===== config.mk =====
export PLATFORM = sky130hd
export DESIGN_NAME = mmio_data_memory
export DESIGN_NICKNAME = d
export VERILOG_FILES = /design/src/rtl/mmio_pkg.sv /design/src/rtl/sync2.sv /design/src/rtl/mmio_data_memory.sv
export SDC_FILE = /design/constraint.sdc
export NUM_CORES = 2
export LEC_CHECK = 0
export ABC_CLOCK_PERIOD_IN_PS = 3900
export CAP_MARGIN = 10
export CORE_ASPECT_RATIO = 0.75
export CORE_MARGIN = 4
export CORE_UTILIZATION = 24
export CTS_BUF_LIST = sky130_fd_sc_hd__clkbuf_8
export DETAILED_ROUTE_END_ITERATION = 6
export HOLD_SLACK_MARGIN = 0.06
export REMOVE_ABC_BUFFERS = 1
export SLEW_MARGIN = 20
export SYNTH_ARGS = -nofsm -noshare
export SYNTH_HDL_FRONTEND = slang
export SYNTH_SLANG_ARGS = --single-unit

===== constraint.sdc =====
create_clock -name clk -period 3.9 [get_ports clk]
set_input_delay 1.17 -clock clk [delete_from_list [all_inputs] [get_ports clk]]
set_output_delay 1.17 -clock clk [all_outputs]
set_load 0.02 [all_outputs]

===== src/rtl/mmio_pkg.sv =====
// Shared constants for the memory-mapped data memory: I/O window size and register offsets.
package mmio_pkg;
  localparam int IO_WORDS = 8;
  localparam int OUT0_OFS = 0;
  localparam int BTN_OFS  = 4;
  localparam int SW0_OFS  = 5;

  typedef enum logic {
    RD_IO  = 1'b0,
    RD_RAM = 1'b1
  } rd_src_e;
endpackage


===== src/rtl/sync2.sv =====
// Parametrised-width two-flop synchroniser, synchronous active-high reset.
// Latency 2 cycles from d to q; no backpressure.
module sync2 #(
  parameter int W = 1
) (
  input  logic         clk,
  input  logic         rst,
  input  logic [W-1:0] d,
  output logic [W-1:0] q
);
  logic [W-1:0] s1;

  always_ff @(posedge clk) begin
    if (rst) begin
      s1 <= '0;
      q  <= '0;
    end else begin
      s1 <= d;
      q  <= s1;
    end
  end
endmodule


===== src/rtl/mmio_data_memory.sv =====
// Word RAM with a top-of-map 8-word I/O window (output ports, button status, switch banks).
// Read latency 1 cycle, rdata held between reads; no backpressure, a write beats a same-cycle read.
module mmio_data_memory
  import mmio_pkg::*;
#(
  parameter int N    = 8,
  parameter int M    = 8,
  parameter int NOUT = 1,
  parameter int NIN  = 1
) (
  input  logic              clk,
  input  logic              rst,
  input  logic [M-1:0]      addr,
  input  logic [N-1:0]      wdata,
  input  logic              we,
  input  logic              re,
  output logic [N-1:0]      rdata,
  output logic              rvalid,
  input  logic              btn_in,
  input  logic [NIN*N-1:0]  sw_in,
  output logic [NOUT*N-1:0] out_port
);
  localparam int DEPTH = 2**M - IO_WORDS;

  logic [NIN*N-1:0] sw_s;
  logic             btn_s;
  logic             btn_prev;
  logic             btn_evt;
  logic             is_io;
  logic [2:0]       ofs;
  logic             wr_en;
  logic             rd_en;
  logic             stat_rd;
  logic             btn_rise;
  logic [N-1:0]     io_rd;
  logic [N-1:0]     io_q;
  logic [N-1:0]     ram_q;
  logic [N-1:0]     ram [DEPTH];
  rd_src_e          rd_src;

  sync2 #(.W(1)) u_btn_sync (
    .clk (clk),
    .rst (rst),
    .d   (btn_in),
    .q   (btn_s)
  );

  sync2 #(.W(NIN*N)) u_sw_sync (
    .clk (clk),
    .rst (rst),
    .d   (sw_in),
    .q   (sw_s)
  );

  // The I/O window is the top 8 words, so it is exactly the addresses with all upper bits set.
  assign is_io    = &addr[M-1:3];
  assign ofs      = addr[2:0];
  assign wr_en    = we & ~rst;
  assign rd_en    = re & ~we & ~rst;
  assign stat_rd  = rd_en & is_io & (int'(ofs) == BTN_OFS);
  assign btn_rise = btn_s & ~btn_prev;

  always_ff @(posedge clk) begin
    if (wr_en && !is_io) begin
      ram[addr] <= wdata;
    end
    if (rd_en && !is_io) begin
      ram_q <= ram[addr];
    end
  end

  always_ff @(posedge clk) begin
    if (rst) begin
      out_port <= '0;
    end else if (wr_en && is_io) begin
      for (int k = 0; k < NOUT; k++) begin
        if (int'(ofs) == OUT0_OFS + k) begin
          out_port[k*N +: N] <= wdata;
        end
      end
    end
  end

  always_comb begin
    io_rd = '0;
    for (int k = 0; k < NOUT; k++) begin
      if (int'(ofs) == OUT0_OFS + k) begin
        io_rd = out_port[k*N +: N];
      end
    end
    if (int'(ofs) == BTN_OFS) begin
      io_rd[1:0] = {btn_s, btn_evt};
    end
    for (int k = 0; k < NIN; k++) begin
      if (int'(ofs) == SW0_OFS + k) begin
        io_rd = sw_s[k*N +: N];
      end
    end
  end

  // A new edge in the same cycle as a clearing status read keeps the flag set.
  always_ff @(posedge clk) begin
    if (rst) begin
      btn_prev <= 1'b0;
      btn_evt  <= 1'b0;
    end else begin
      btn_prev <= btn_s;
      if (btn_rise) begin
        btn_evt <= 1'b1;
      end else if (stat_rd) begin
        btn_evt <= 1'b0;
      end
    end
  end

  always_ff @(posedge clk) begin
    if (rst) begin
      rvalid <= 1'b0;
      io_q   <= '0;
      rd_src <= RD_IO;
    end else begin
      rvalid <= rd_en;
      if (rd_en) begin
        rd_src <= is_io ? RD_IO : RD_RAM;
        if (is_io) begin
          io_q <= io_rd;
        end
      end
    end
  end

  assign rdata = (rd_src == RD_RAM) ? ram_q : io_q;
endmodule


; Yosys cells after proc, flatten, opt, wreduce, memory -nomap -nowiden
; Memory sizes are Yosys's and may differ from the RTL's. A register that Yosys moved wholly into a read port is not among the register bits.
; Index checks and enable logic that the tools add are counted.
; W data, S select, Z words.
[word_totals]
mem_count = 1
word_cells = 40
register_bits = 38
inputBits = 29
output_inout_bits = 17
mem_bits_rw = 1984
[memory_table]
columns = name, depth, width, read_ports, rd_clocked_by_memory_dff, wr, line
row1 = ram, 248, 8, 1, 1, 1, mmio_data_memory.sv:38  ; logic [N-1:0] ram [DEPTH];
[op_classes]
n_bitwise = 9
n_reduce_logical = 9
muxes = 9
eq_ne = 2
[op_table]
columns = op, count
row1 = $mux W8, 3
row2 = $and A1 B1 Y1, 6
row3 = $eq A3 B3 Y1 const B, 2
row4 = $reduce_and A6 Y1, 1
row5 = $mux W1, 5
row6 = $reduce_and A5 Y1, 1
row7 = $logic_and A1 B1 Y1, 3
row8 = $logic_not A3 Y1, 1
row9 = $not A1 Y1, 3
row10 = $mux W2, 1
row11 = $reduce_and A2 Y1, 1
row12 = $reduce_bool A2 Y1, 1
row13 = $logic_not A1 Y1, 1

; Logic depth before layout (Yosys ltp)
[depth]
word_depth = 7
depth_mapped = 11
mapped_depth_nobuf = 6

; Cells and area by module
; A second synthesis with hierarchy kept.
[hier_totals]
cells_unflattened = 3793
area_unflattened_um2 = 78380.2
[by_module_without_submodules]
columns = module, n_inst, cells_each, seq_area_each_um2, area_per_inst_um2
row1 = mmio_data_memory, 1, 3756, 60217.8, 77863.4
row2 = sync2 (u_sw_sync), 1, 33, 320.3, 464.2
row3 = sync2 (u_btn_sync), 1, 4, 40.0, 52.6

; Least setup slack after synthesis
; No wires, ideal clock.
[synth_timing]
kind = in2reg
startpoint = input addr[0]
endpoint = memory ram[103][0], enable pin
path_slack_ns = 0.466
setup_ns = 0.370
cell_stages = 9
t_required_ns = 3.530
path_buffers = 6
arrival_time_ns = 3.064
cell_sequence = buf_2 buf_8 buf_6 buf_6 buf_4 and3_1 nand2_1 buf_2 nor2_1
[synth_lines]
columns = item, line
row1 = from (decl), mmio_data_memory.sv:13  ; input logic [M-1:0] addr,
row2 = to (decl), mmio_data_memory.sv:38
; Straight into the memory's write port.

; Worst setup path after layout
[layout_timing]
startpoint = register rd_src
endpoint = output rdata[7]
[layout_via]
elab_chain_len = 1
[layout_lines]
columns = item, line
row1 = from (decl), mmio_data_memory.sv:39  ; rd_src_e rd_src;
row2 = from (signal assigned), mmio_data_memory.sv:124  ; rd_src <= is_io ? RD_IO : RD_RAM;
row3 = $mux W8, mmio_data_memory.sv:132  ; assign rdata = (rd_src == RD_RAM) ? ram_q : io_q;
row4 = to (decl), mmio_data_memory.sv:17  ; output logic [N-1:0] rdata,
; Every way passes these cells.

==> metrics.cfg <==
[status]
status = complete, no violations

[pwr]
p_comb_share_pct = 5.7
ir_drop_mv = 0.267
pwr-share-clk_pct = 37.5
p_switching_mw = 9.68
power_frac_seq_pct = 56.8
sw_frac_of_total_pct = 22.9
p_per_area_mw_per_mm2 = 452
p_total_mw = 42.2
p_leak_nw = 29.6
p_int_mw = 32.5

[worst_setup_path]
reg2reg_slack_ns = 1.19
r2r_end = ram_q[6]$_DFFE_PP_
crit_required_ns = 2.73
end_kind = primary output
crit_fanout = 9
worstRegToRegCells = 7
rr_startpoint = ram[154][6]$_DFFE_PP_
path_class = reg2out
arrival_ns = 2.55
start_kind = register

[global_routing]
grt_max_degree = 103
antenna_found_initial = 2
grtUsageTotal_pct = 12.5
grt_pass1_vias = 40900
grt-ovfl-total = 0
grt_pass1_wl_mm = 307

[floorplanning]
rows = 180
core_mm2 = 0.322
floorplan.initialDensity_pct = 24.2
die_area_mm2 = 0.334
die_h_um = 501
die-width_um = 666
io_pins = 46

[detailed_routing]
wl_met3_mm = 24.2
final_antenna_net_count = 0
wl_met2_mm = 91.3
drt-pass1-iter-count = 5
drc_errors = 0
routed_via_density = 4.61
top_layer_used = met4
wl_per_cell_um = 24.3
drt-total-wl_mm = 215
drt_iter0_drc = 5224
wl_met1_mm = 95.6
num_vias = 40800

[timing]
slew_violations = 0
slew-limit-headroom_pct = 18.1
hold_ws_ns = 0.449
fin_worst_skew_ns = 0.0421
setup_violations = 0
hold_viol = 0
tightestPinTransition_ns = 1.23
min_period_ns = 3.72
fmax_ghz = 0.269
tns_ns = 0
period_share_pct = 95.4
rsz0062_at_grt = false

[layout]
final_cell_mix = edfxtp_1 (1992), buf_4 (564), mux4_2 (492), clkbuf_8 (315), nor2_1 (286)
num-fill-cells = 31300
fin_nets = 4381
final_common_cell = edfxtp_1
drive_gt1_share_pct = 33.4
syn_to_final_growth_pct = 20.0
final_util_pct = 29.0

[logic_synthesis]
seq_area_frac_synth_pct = 77.8
synth_cell_types = 46
syn-instance-count = 3596
async_flop_share_pct = 0
ys_ff_latch = 2030
synthFlopType = edfxtp_1
synth-edff-count = 1992
yosysWarnings = 0
syn_area_per_cell_um2 = 21.7
netlist_area_mm2 = 0.0779

[worst_hold_path]
whs_path_depth = 1
hold_path_class = reg2reg
min_from = u_sw_sync.s1[5]$_SDFF_PP0_
hold_path_end = u_sw_sync.q[5]$_SDFF_PP0_

[placed_design]
port_buffers = 45
hpwlAfterDp_mm = 141
place_congestion = 0.851

[clock_tree]
clkLatencyLatePin_ns = 0.94
clkSinkCount = 2030
cts.repair.resized = 0
cts.clk_slew.worst_paths_ns = 0.07
cts_hold_buf = 0
post-cts-setup-buffers = 0
clockBufferDepth = 4
numCtsBuffers = 296
h-tree-depth = 5
cts-root-buf = clkbuf_8
cts_tree = done

[job]
max_cap_viol_count = 0

## final cells by class
type	instances	area (um2)	area share, %
multi-input cells	1345	16100	17.2
clock inverters	207	1040	1.11
diodes	2	5.00	0.00536
clock buffers	307	4230	4.52
repair buffers	678	6110	6.54
well taps	4277	5350	5.73
flip-flops and latches	2030	60600	64.9
inverters	1	3.75	0.00402
## how the worst max path moves through the flow
| stage | startpoint | slack [ns] | end | depth (start not counted) |
|---|---|---|---|---|
| after floorplan | addr[2] | 0.47 | ram[149][0]$_DFFE_PP_ | 3 |
| after global placement | addr[5] | -0.78 | ram_q[3]$_DFFE_PP_ | 10 |
| after detailed placement | addr[5] | -0.74 | ram_q[3]$_DFFE_PP_ | 10 |
| after CTS | rd_src$_SDFFE_PP0N_ | 0.12 | rdata[7] | 2 |
| after global routing | rd_src$_SDFFE_PP0N_ | 0.11 | rdata[7] | 2 |
| final | rd_src$_SDFFE_PP0N_ | 0.18 | rdata[7] | 2 |
## flip-flops by register name, summed over array words and instances, names as in the netlist
signal,cells
btn_prev,1
rd_src,1
u_btn_sync.q,1
ram_q,8
rvalid,1
u_sw_sync.s1,8
io_q,8
out_port,8
ram,1984
u_sw_sync.q,8
btn_evt,1
u_btn_sync.s1,1
## metal layers
metal  vias up  global-route usage, %
met2      2070                   17.6
met3       307                   4.36
met1     21700                   18.5
met5         -                      0
li1      16600                      -
met4         0                   2.65
## power by group through the flow
stage / logic (mW) / registers, mW / clock network [mW]
2_1_floorplan: 0.806 / 24.5 / 0
3_3_place_gp: 2.37 / 24.4 / 0
3_5_place_dp: 2.40 / 24.5 / 0
4_1_cts: 2.40 / 24.0 / 16.2
5_1_grt: 2.53 / 24.0 / 17.3
6_report: 2.40 / 24.0 / 15.8
## stage by stage
| stage | instances | instance area (um2) | worst slack (ns) |
|---|---|---|---|
| after floorplan | 3376 | 76600 | 0.467 |
| after detailed placement | 8331 | 88100 | -0.737 |
| after global placement | 8331 | 88100 | -0.778 |
| after CTS | 8845 | 93400 | 0.123 |
| final | 8847 | 93400 | 0.178 |
| after global routing | 8845 | 93400 | 0.108 |
## Yosys cell counts (2+ instances only)
library cell	count	area, um2
o221ai_1	8	70.1
mux4_2	492	11100
or3b_2	3	26.3
nand2_1	42	158
a221oi_1	6	52.6
nor2_1	288	1080
nand3b_1	3	22.5
a21oi_1	27	135
o21ai_1	9	45.0
o21ai_0	15	75.1
a41o_1	5	50.1
or2_2	2	12.5
a211o_1	3	26.3
a22o_1	3	26.3
mux4_1	3	78.8
edfxtp_1	1992	59800
nand4_1	2	12.5
a2111oi_0	3	26.3
nor2b_1	35	219
a211oi_1	3	22.5
and2_1	7	43.8
a22oi_1	40	300
nor3b_1	2	15.0
buf_2	80	400
nor4_1	28	175
o211ai_1	8	60.1
buf_4	26	195
buf_1	4	15.0
o22ai_1	145	907
dfxtp_1	38	761
nor3_1	13	65.1
clkbuf_1	81	304
or3_1	3	18.8
buf_6	28	315
mux2i_1	56	561
nand4b_1	6	52.6
o41ai_1	13	114
nand3_1	36	180
a31o_1	3	26.3
nand2b_1	13	81.3
mux2_2	17	191
## critical path: stages, from the launching register on
cell and delay, ns:
dfxtp_1 0.60, mux2_2 0.48, clkdlybuf4s50_1 0.57
## cells by family (layout without fill, tap and decap cells)
| family | count (synthesis) | in the layout | synth area share [%] |
|---|---|---|---|
| buf+inv | 221 | 1193 | 1.60 |
| simple gates | 485 | 485 | 2.80 |
| flops | 2030 | 2030 | 77.8 |
| other cells | 0 | 2 | 0 |
| compound gates | 292 | 292 | 2.50 |
| mux | 568 | 568 | 15.3 |
(Power assumes the default switching activity.)
